**src/rtl/led_matrix_frame_tx.sv**
```systemverilog
// Serial frame transmitter for the LED matrix driver chain: takes one frame per
// valid/ready handshake, shifts it out MSB first with a generated clock, then strobes.
module led_matrix_frame_tx #(
    parameter int NLEDS       = 64,
    parameter int HALF_PERIOD = 4,
    parameter int STROBE_LEN  = 2
) (
    input  logic             clk,
    input  logic             reset,
    input  logic [NLEDS-1:0] frame_data,
    input  logic             frame_valid,
    output logic             frame_ready,
    output logic             sdata,
    output logic             sclk,
    output logic             sstrobe,
    output logic             busy,
    output logic             done
);

    localparam int PMAX = (HALF_PERIOD > STROBE_LEN) ? HALF_PERIOD : STROBE_LEN;
    localparam int PW   = $clog2(PMAX + 1);
    localparam int BW   = $clog2(NLEDS);

    localparam logic [PW-1:0] H_LAST   = PW'(HALF_PERIOD - 1);
    localparam logic [PW-1:0] S_LAST   = PW'(STROBE_LEN - 1);
    localparam logic [BW-1:0] BIT_LAST = BW'(NLEDS - 1);

    localparam logic [1:0] ST_IDLE  = 2'd0;
    localparam logic [1:0] ST_SETUP = 2'd1;
    localparam logic [1:0] ST_HIGH  = 2'd2;
    localparam logic [1:0] ST_LATCH = 2'd3;

    logic [1:0]       state_q, state_d;
    logic [NLEDS-1:0] shift_q, shift_d;
    logic [BW-1:0]    bit_q, bit_d;
    logic [PW-1:0]    phase_q, phase_d;
    logic             done_d;

    logic ready_q, busy_q, sclk_q, sdata_q, sstrobe_q, done_q;

    // NOTE: every variable gets a default before the case so no path can infer a latch.
    always_comb begin
        state_d = state_q;
        shift_d = shift_q;
        bit_d   = bit_q;
        phase_d = phase_q;
        done_d  = 1'b0;
        case (state_q)
            ST_IDLE: begin
                if (frame_valid && ready_q) begin
                    state_d = ST_SETUP;
                    shift_d = frame_data;
                    bit_d   = '0;
                    phase_d = '0;
                end
            end
            ST_SETUP: begin
                if (phase_q == H_LAST) begin
                    phase_d = '0;
                    state_d = ST_HIGH;
                end else begin
                    phase_d = phase_q + PW'(1);
                end
            end
            ST_HIGH: begin
                if (phase_q == H_LAST) begin
                    phase_d = '0;
                    if (bit_q == BIT_LAST) begin
                        state_d = ST_LATCH;
                    end else begin
                        bit_d   = bit_q + BW'(1);
                        shift_d = {shift_q[NLEDS-2:0], 1'b0};
                        state_d = ST_SETUP;
                    end
                end else begin
                    phase_d = phase_q + PW'(1);
                end
            end
            default: begin
                if (phase_q == S_LAST) begin
                    phase_d = '0;
                    bit_d   = '0;
                    state_d = ST_IDLE;
                    done_d  = 1'b1;
                end else begin
                    phase_d = phase_q + PW'(1);
                end
            end
        endcase
    end

    // Pin outputs are registered from the next state so they line up with the state they describe.
    // NOTE: sequential state uses non-blocking assignments so all registers update together.
    always_ff @(posedge clk) begin
        if (reset) begin
            state_q   <= ST_IDLE;
            shift_q   <= '0;
            bit_q     <= '0;
            phase_q   <= '0;
            ready_q   <= 1'b1;
            busy_q    <= 1'b0;
            sclk_q    <= 1'b0;
            sdata_q   <= 1'b0;
            sstrobe_q <= 1'b0;
            done_q    <= 1'b0;
        end else begin
            state_q   <= state_d;
            shift_q   <= shift_d;
            bit_q     <= bit_d;
            phase_q   <= phase_d;
            ready_q   <= (state_d == ST_IDLE);
            busy_q    <= (state_d != ST_IDLE);
            sclk_q    <= (state_d == ST_HIGH);
            sdata_q   <= ((state_d == ST_SETUP) || (state_d == ST_HIGH)) ? shift_d[NLEDS-1] : 1'b0;
            sstrobe_q <= (state_d == ST_LATCH);
            done_q    <= done_d;
        end
    end

    assign frame_ready = ready_q;
    assign busy        = busy_q;
    assign sclk        = sclk_q;
    assign sdata       = sdata_q;
    assign sstrobe     = sstrobe_q;
    assign done        = done_q;

endmodule

```
**config.mk**
```make
export PLATFORM = sky130hd
export DESIGN_NAME = led_matrix_frame_tx
export DESIGN_NICKNAME = d
export VERILOG_FILES = /design/src/rtl/led_matrix_frame_tx.sv
export SDC_FILE = /design/constraint.sdc
export NUM_CORES = 1
export LEC_CHECK = 0
export CAP_MARGIN = 10
export CORE_MARGIN = 3
export CORE_UTILIZATION = 57
export DETAILED_ROUTE_END_ITERATION = 10
export GPL_ROUTABILITY_DRIVEN = 0
export MAX_ROUTING_LAYER = met4
export PLACE_DENSITY = 0.92
export SLEW_MARGIN = 20
export SYNTH_ARGS = -nofsm -noshare
export SYNTH_HDL_FRONTEND = slang
export SYNTH_SLANG_ARGS = --single-unit
```
**constraint.sdc**
```tcl
create_clock -name clk -period 5.05 [get_ports clk]
set_clock_uncertainty 0.1 [all_clocks]
set_input_delay 1.2625 -clock clk [delete_from_list [all_inputs] [get_ports clk]]
set_output_delay 1.2625 -clock clk [all_outputs]
set_load 0.01 [all_outputs]
```
==> flow_summary.toml <==
[grt]
antenna_found_initial = 0
grt-ovfl-total = 0
grt_usage_pct = 24.3
grt_first_pass_wirelength_mm = 16.4
grt_pass1_vias = 3475
grt_max_degree = 77

[timing]
rsz0062_at_grt = "false"
fmax_mhz = 317
finalSetupViolCount = 0
worstMarginPinSlew_ns = 1.13
setup_ws_ns = 1.89
relSlewSlack_pct = 24.4
slew_violations = 0
fin_tns_setup_ns = 0
period_minus_slack_ns = 3.16
period_share_pct = 62.5
final-hold-violation-count = 0

[clock_network]
cts_buffers = 9
root_buffer = "clkbuf_8"
htreeDepth = 3
cts_sinks = 81
cts_resized = 0
clk_pin_slew_ns = 0.08
ctsHoldBuffers = 0
cts_tree = "built"
clockBufferDepth = 2
clk_latency_ns = 0.36
post_cts_buffers = 0

[pwr]
power_leakage_uw = 0.00161
ir_worst_vdd_mv = 0.241
p_seq_share_pct = 44.5
swShare_pct = 27.7
total_power_uw = 1660
internal_power_uw = 1200
powerDensity_nw_per_um2 = 330
power_frac_comb_pct = 21.0
pwr-share-clk_pct = 34.6
p_switching_uw = 461

[setup_path]
max_stage_delay_ns = 0.80
cp.required_ns = 5.14
crit_path_end_kind = "flop"
critPathLaunchType = "input port"
crit_arrival_ns = 3.25
cp_slowest_cell = "or2_4"
crit_chain = "clkdlybuf4s50_1 > a21bo_2 > o2111a_2 > or2_4 > a211oi_2"
path_class = "input port to flop"
cp_max_fo = 62

[routing]
routedWlPerCell_um = 17.3
wl_met3_um = 615
wl_met1_mm = 4.25
via_per_inst = 6.32
wl_met2_mm = 4.72
drtIter0Drc = 184
vias = 3572
final_antenna_net_count = 0
top_layer = "met4"
drt_first_pass_iters = 5
drt_wl_total_mm = 9.78
post-route-drc-count = 0

[synthesis]
synth_adder_area_share_pct = 3.92
synthCells = 425
synth.distinct_cells = 41
synth_area_leaders = "dfxtp_1, a211oi_2, a22oi_1"
syn_avg_cell_area_um2 = 9.76
synth_area_um2 = 4150
synth_top_cell_by_area = "dfxtp_1"
synthXorXnorAreaFrac_pct = 0
ys_seq_area_share_pct = 39.1
ys_warn_count = 0
synth_compound_area_share_pct = 36.1
synth_async_sr_flop_share_pct = 0
synth_enable_flop_cells = 0
syn_nets = 505
ys_ff_latch = 81
synth_top_family_by_area = "compound AO/OA/AOI/OAI gates"
synth_top_area_share_pct = 39.1
synth_mux_area_share_pct = 0.271
yosys.area_share.simple_pct = 13.8
ys.flop_type = "dfxtp_1"

[status]
status = "finished, final reports clean"

[die]
dieArea_um2 = 8340
die_y_um = 91.3
num_rows = 30
start_util_pct = 60.1
die_x_um = 91.3
coreArea_um2 = 6910
top_level_ports = 73

[place]
hpwl_mm = 5.98
portBuffers = 72
dp_slack_ns = 1.51

[final_layout]
post-route-util_pct = 73.1
drive_above_1_share_pct = 19.2
final_common_cell = "dfxtp_1"
mostFrequentLayoutCells = "dfxtp_1, clkdlybuf4s50_1, nor3_1"
n_antenna_cell = 0
area_growth_pct = 21.7
nFillCells = 489
num-nets-final = 545

[min_path]
min_path_type = "flop to flop"

[job]
drv_cap = 0
## through the flow
| step | instance area (um^2) | hold WS, ns | cells |
|---|---|---|---|
| after floorplan | 4150 | 0.349 | 425 |
| after global routing | 5050 | 0.403 | 565 |
| after CTS | 5040 | 0.393 | 565 |
| after global placement | 4800 | 0.361 | 550 |
| final | 5050 | 0.392 | 565 |
| after detailed placement | 4800 | 0.381 | 550 |
## final cells by class
class / instances / area, um^2 / area share [%]
Clock buffer: 10 / 138 / 2.73
Clock inverter: 5 / 104 / 2.06
Inverter: 13 / 48.8 / 0.967
Multi-Input combinational cell: 285 / 2280 / 45.1
Sequential cell: 81 / 1620 / 32.1
Tap cell: 96 / 120 / 2.38
Timing Repair Buffer: 75 / 741 / 14.7
## per-layer routing
| metal | track usage, % | vias up |
|---|---|---|
| met5 | - | - |
| met4 | 10.7 | 0 |
| met3 | 5.80 | 16 |
| met2 | 35.7 | 118 |
| met1 | 31.9 | 1717 |
| li1 | - | 1721 |
## critical path: cells and delay by family
kind | cells | cell delay [ns]
compound gates | 3 | 0.62
buf+inv | 1 | 0.54
simple gates | 1 | 0.80
## path summary, 6_finish.rpt
kind | to | cells after the start | startpoint | slack [ns]
max | shift_q[37] | 5 | frame_valid | 1.89
min | shift_q[0] | 2 | shift_q[0] | 0.39
min reg2reg | shift_q[0] | 2 | shift_q[0] | 0.39
max reg2reg | shift_q[37] | 6 | state_q[1] | 2.44
## state kept, by name, summed over array words and instances (netlist names), 2 cells and up
| name | flops |
|---|---|
| bit_q | 6 |
| phase_q | 3 |
| state_q | 2 |
| shift_q | 64 |
## synthesized netlist by cell type (all sizes together), types with 2 or more instances
| master | instances |
|---|---|
| dfxtp | 81 |
| a211oi | 68 |
| nor3 | 65 |
| a22oi | 62 |
| clkbuf | 35 |
| ha | 13 |
| inv | 13 |
| buf | 11 |
| a21oi | 10 |
| nand2 | 9 |
| nand3 | 7 |
| nor2 | 7 |
| o31ai | 5 |
| nor3b | 4 |
| o21ai | 4 |
| or4 | 4 |
| a31oi | 3 |
| nor2b | 3 |
| and3 | 2 |
| nand2b | 2 |
| o2111a | 2 |
| o22ai | 2 |
| or2 | 2 |
## cells by family after synthesis
logic type,count (synthesis)
AOI/OAI and AO/OA,162
adders and majority gates,13
buffers and inverters,59
DFF,81
muxes,1
and+or+nand+nor,109
## power by group through the flow
stage               clock network [uW]  logic (uW)  registers, uW
floorplan                            0         260            744
global placement                     0         331            749
detailed placement                   0         346            753
CTS                                579         350            739
global route                       601         383            747
finish                             576         349            740
Note: power is estimated with default switching activity, not from simulation.
